File: config.mk
export PLATFORM = sky130hd
export DESIGN_NAME = wire_arbiter
export DESIGN_NICKNAME = d
export VERILOG_FILES = /design/src/rtl/wire_arb_pkg.sv /design/src/rtl/wire_rr_pick.sv /design/src/rtl/wire_arbiter.sv
export SDC_FILE = /design/constraint.sdc
export NUM_CORES = 1
export LEC_CHECK = 0
export BUFFER_PORTS_ARGS = -buffer_cell sky130_fd_sc_hd__buf_2
export CAP_MARGIN = 25
export CORE_ASPECT_RATIO = 0.75
export CORE_MARGIN = 2
export CORE_UTILIZATION = 41
export DETAILED_ROUTE_END_ITERATION = 10
export PLACE_DENSITY_LB_ADDON = 0.12
export SYNTH_ARGS = -nofsm -noshare
export SYNTH_HDL_FRONTEND = slang
export SYNTH_SLANG_ARGS = --single-unit
File: constraint.sdc
create_clock -name clk -period 3.4 [get_ports clk]
set_input_delay 0.17 -clock clk [delete_from_list [all_inputs] [get_ports clk]]
set_output_delay 0.17 -clock clk [all_outputs]
set_load 0.02 [all_outputs]
File: src/rtl/wire_arb_pkg.sv
// ============================================================================
// Module : wire_arb_pkg
// Brief  : Shared state encoding and sizing helper for the wire arbiter.
// Rev    : 1.0
// ============================================================================
`default_nettype none

package wire_arb_pkg;

    localparam int STATE_W = 2;

    typedef enum logic [STATE_W-1:0] {
        S_IDLE  = 2'd0,
        S_GRANT = 2'd1,
        S_GAP   = 2'd2
    } state_t;

    function automatic int clog2(input int value);
        int r;
        r = 0;
        for (int i = 0; i < 31; i++) begin
            if ((1 << i) < value) begin
                r = i + 1;
            end
        end
        return r;
    endfunction

endpackage

`default_nettype wire

File: src/rtl/wire_rr_pick.sv
// ============================================================================
// Module : wire_rr_pick
// Brief  : Combinational round-robin picker; first set req at or after ptr.
// Rev    : 1.0
// ============================================================================
`default_nettype none

module wire_rr_pick
    import wire_arb_pkg::*;
#(
    parameter int N  = 4,
    parameter int PW = 2
) (
    input  logic [N-1:0]  req,
    input  logic [PW-1:0] ptr,
    output logic          valid,
    output logic [PW-1:0] sel,
    output logic [N-1:0]  onehot
);

    int            w_sum;
    logic [PW-1:0] w_idx;

    // Walk ptr, ptr+1 ... wrapping at N; the first hit wins.
    always_comb begin
        valid  = 1'b0;
        sel    = '0;
        onehot = '0;
        w_sum  = 0;
        w_idx  = '0;
        for (int i = 0; i < N; i++) begin
            w_sum = int'(ptr) + i;
            if (w_sum >= N) begin
                w_sum = w_sum - N;
            end
            w_idx = PW'(w_sum);
            if (!valid && req[w_idx]) begin
                valid         = 1'b1;
                sel           = w_idx;
                onehot[w_idx] = 1'b1;
            end
        end
    end

endmodule

`default_nettype wire

File: src/rtl/wire_arbiter.sv
// ============================================================================
// Module : wire_arbiter
// Brief  : Round-robin owner of one shared wire with hold limit and gap.
// Rev    : 1.0
// ============================================================================
`default_nettype none

module wire_arbiter
    import wire_arb_pkg::*;
#(
    parameter int N        = 4,
    parameter int MAX_HOLD = 16,
    parameter int GAP      = 1
) (
    input  logic         clk,
    input  logic         rst,
    input  logic [N-1:0] req,
    input  logic [N-1:0] din,
    output logic [N-1:0] gnt,
    output logic         out,
    output logic         busy
);

    localparam int PW = (clog2(N) < 1) ? 1 : clog2(N);
    localparam int HW = clog2(MAX_HOLD + 1);
    localparam int GW = (GAP > 0) ? clog2(GAP + 1) : 1;

    localparam logic [HW-1:0] HOLD_LAST = HW'(MAX_HOLD - 1);
    localparam logic [GW-1:0] GAP_LAST  = GW'((GAP > 0) ? (GAP - 1) : 0);
    localparam logic [PW-1:0] PTR_LAST  = PW'(N - 1);

    state_t        r_state;
    logic [PW-1:0] r_ptr;
    logic [PW-1:0] r_idx;
    logic [HW-1:0] r_hold;
    logic [GW-1:0] r_gap;
    logic [N-1:0]  r_gnt;
    logic          r_out;

    logic          w_valid;
    logic [PW-1:0] w_sel;
    logic [N-1:0]  w_onehot;
    logic          w_release;

    wire_rr_pick #(
        .N  (N),
        .PW (PW)
    ) u_pick (
        .req    (req),
        .ptr    (r_ptr),
        .valid  (w_valid),
        .sel    (w_sel),
        .onehot (w_onehot)
    );

    // Losing the request and hitting the hold limit together is one release.
    assign w_release = !req[r_idx] || (r_hold == HOLD_LAST);

    always_ff @(posedge clk or posedge rst) begin
        if (rst) begin
            r_state <= S_IDLE;
            r_ptr   <= '0;
            r_idx   <= '0;
            r_hold  <= '0;
            r_gap   <= '0;
            r_gnt   <= '0;
            r_out   <= 1'b0;
        end else begin
            case (r_state)
                S_IDLE: begin
                    if (w_valid) begin
                        r_gnt   <= w_onehot;
                        r_idx   <= w_sel;
                        r_out   <= din[w_sel];
                        r_hold  <= '0;
                        r_state <= S_GRANT;
                    end
                end
                S_GRANT: begin
                    if (w_release) begin
                        r_gnt   <= '0;
                        r_out   <= 1'b0;
                        r_ptr   <= (r_idx == PTR_LAST) ? '0 : r_idx + 1'b1;
                        r_gap   <= '0;
                        r_state <= (GAP > 0) ? S_GAP : S_IDLE;
                    end else begin
                        r_hold <= r_hold + 1'b1;
                        r_out  <= din[r_idx];
                    end
                end
                S_GAP: begin
                    if (r_gap == GAP_LAST) begin
                        r_state <= S_IDLE;
                    end else begin
                        r_gap <= r_gap + 1'b1;
                    end
                end
                default: begin
                    r_state <= S_IDLE;
                    r_gnt   <= '0;
                    r_out   <= 1'b0;
                end
            endcase
        end
    end

    assign gnt  = r_gnt;
    assign out  = r_out;
    assign busy = (r_state != S_IDLE);

endmodule

`default_nettype wire

==> results.cfg <==
[setup_path]
arrival_ns = 3.03
cp-end-kind = flip-flop
cp.required_ns = 3.56
cp-start-kind = flip-flop
critPathMaxFanout = 16
worstSetupPathType = reg2reg

[layout]
layout-drive-gt1-share = 0.2500
finalInstanceArea_um2 = 1449
mostFrequentLayoutCell = dfrtp_1
final_cell_mix = dfrtp_1 (16), buf_2 (15), nor2_1 (13), ha_1 (11)
final_nets = 170
antenna_cells_inserted = 0
fin_util = 0.4797
syn_to_final_growth_pct = 9.348

[synth]
syn_inst = 135
synth_edf_count = 0
synthTopCellsByArea = dfrtp_1 (30%), ha_1 (10%), mux4_2 (6.8%), a22oi_1 (4.5%), nor2_1 (3.7%)
syn_area_um2 = 1325
ys_warn_count = 0
ys_types = 44
synth_area_per_cell_um2 = 9.815
synthesis.nets = 156
synth_top_area_share = 0.3022
seq_area_frac_synth = 0.3022
ys.flop_type = dfrtp_1
yosys.area.top_type = dfrtp_1
synth_seq_cells = 16
async_reset_ff_frac = 1.000

[pwr]
ir_worst_vdd_mv = 0.4737
pwr-share-seq = 0.280
pwr-share-clk = 0.131
leakagePower_nw = 0.6679
netSwitchingFraction = 0.4607
p_sw_uw = 599.8
power_density_nw_per_um2 = 898.5
intPower_uw = 702.2
comb_power_share = 0.590

[detailed_routing]
dr.first_iter.drc_count = 71
via_per_inst = 5.753
via_count = 1070
wl_um = 2789
wl_per_cell_um = 14.99
drc = 0
ant_nets = 0
first_pass_iters = 4

[grt]
grt_first_pass_wirelength_um = 4954
use_met1 = 0.2447
top_usage_layer = met2
grt_pass1_vias = 1011
antenna_found_initial = 0
gr-total-overflow = 0
met3_usage = 0.04000
use_met2 = 0.2788
gr-usage-all-layers = 0.1723
grt_max_degree = 17

[run_status]
violations = negative hold slack
outcome = complete, but fails checks

[die]
start_util = 0.4387
die_h_um = 53.23
rows = 17
io_pins = 16
core_area_um2 = 3020
die_x_um = 69.65
die_area_um2 = 3707

[placement]
hpwl_um = 2155
portBuffers = 15
place_congestion = 0.7530
placedInstanceArea_um2 = 1394
place_ws_ns = 0.5469

[timing]
worstMarginPinSlew_ns = 0.6168
post-route-period-util = 0.8440
period_needed_ns = 2.869
setup_tns_ns = 0
skew_ns = 0.002294
hold_viol = 16
slew_headroom = 0.5884
max_freq_ghz = 0.3485
fin_hold_ws_ns = -0.01309
rsz0062_at_grt = false
drv_slew = 0
fin_ws_ns = 0.5305
finalSetupViolations = 0

[min_path]
worstHoldPathType = in2async

[clocking]
clock_path_buffers = 2
numCtsBuffers = 3
cts.clk_slew.worst_paths_ns = 0.07
h-tree-depth = 1
cts_root_buf = clkbuf_8
ctsHoldBuffers = 0
cts_setup_buffers = 0
clkSinkCount = 16
clk_latency_ns = 0.25
post_cts_resized = 0
cts_tree = yes

[run]
drv_cap = 0
critical path: stages, from the launching register on:
cell      delay, ns
dfrtp_1        0.69
inv_2          0.23
ha_1           0.52
nand2_1        0.09
a21o_1         0.19
a221oi_1       0.33
o21a_1         0.21
mux2_4         0.31
o31ai_2        0.20
sequential cells by signal, indices dropped and copies added (netlist names):
signal   count
out          1
r_idx        2
r_ptr        2
gnt          4
r_state      2
r_hold       5
cells by family (layout without fill, tap and decap cells):
| family | Yosys count | in the layout | share of synthesized area |
|---|---|---|---|
| AND/OR/NAND/NOR | 46 | 46 | 0.1870 |
| AO/OA/AOI/OAI | 39 | 39 | 0.2238 |
| flip-flops | 16 | 16 | 0.3022 |
| buffers and inverters | 12 | 25 | 0.05759 |
| adder cells (fa/ha/maj) | 11 | 11 | 0.1039 |
| multiplexers | 10 | 10 | 0.1190 |
| XOR/XNOR | 1 | 1 | 0.006611 |
metrics by stage:
stage               power, mW  cells
finish                  1.302    186
global route            1.422    186
CTS                     1.310    186
detailed placement      1.137    182
global placement        1.115    182
floorplan              0.9834    135
layout make-up:
class / count / area (um2)
clock buffers: 4 / 55.05
fillers: 304 / 1572
inverters: 6 / 22.52
multi-input cells: 107 / 848.3
flip-flops and latches: 16 / 400.4
well taps: 38 / 47.55
repair buffers: 15 / 75.07
power groups by stage:
| stage | combinational, mW | sequential [mW] | clock (mW) |
|---|---|---|---|
| after floorplan | 0.625 | 0.358 | 0 |
| after global placement | 0.755 | 0.361 | 0 |
| after detailed placement | 0.770 | 0.367 | 0 |
| after CTS | 0.770 | 0.365 | 0.175 |
| after global routing | 0.857 | 0.380 | 0.185 |
| final | 0.768 | 0.364 | 0.170 |
synthesized netlist by cell type (3+ instances only):
master and count:
a22oi_1 8, nor3_1 3, dfrtp_1 16, nand2_1 8, ha_1 11, nand3_1 4, o21ai_0 6, mux2i_1 3
o21ai_1 7, a22o_1 4, nor2_1 13, buf_4 3, mux4_2 4, o21a_1 3, inv_1 5
final timing paths:
kind,start,endpoint,slack [ns],depth (start not counted)
min reg2reg,gnt[3]$_DFFE_PP0P_,gnt[3]$_DFFE_PP0P_,0.51,1
max reg2reg,r_ptr[0]$_DFFE_PP0P_,out$_DFFE_PP0P_,0.53,8
min,rst,r_hold[1]$_DFFE_PP0P_,-0.01,2
max,r_ptr[0]$_DFFE_PP0P_,out$_DFFE_PP0P_,0.53,8
max in group asynchronous,rst,gnt[1]$_DFFE_PP0P_,3.02,2
min in group clk,din[0],out$_DFFE_PP0P_,0.35,4
per-layer routing:
| layer | wire, um | share of wire |
|---|---|---|
| met4 | 7 | 0.0025 |
| met1 | 1479 | 0.53 |
| met2 | 1183 | 0.42 |
| met3 | 118 | 0.042 |
| met5 | 0 | 0 |
No activity file was read; power rests on OpenSTA's default activity.
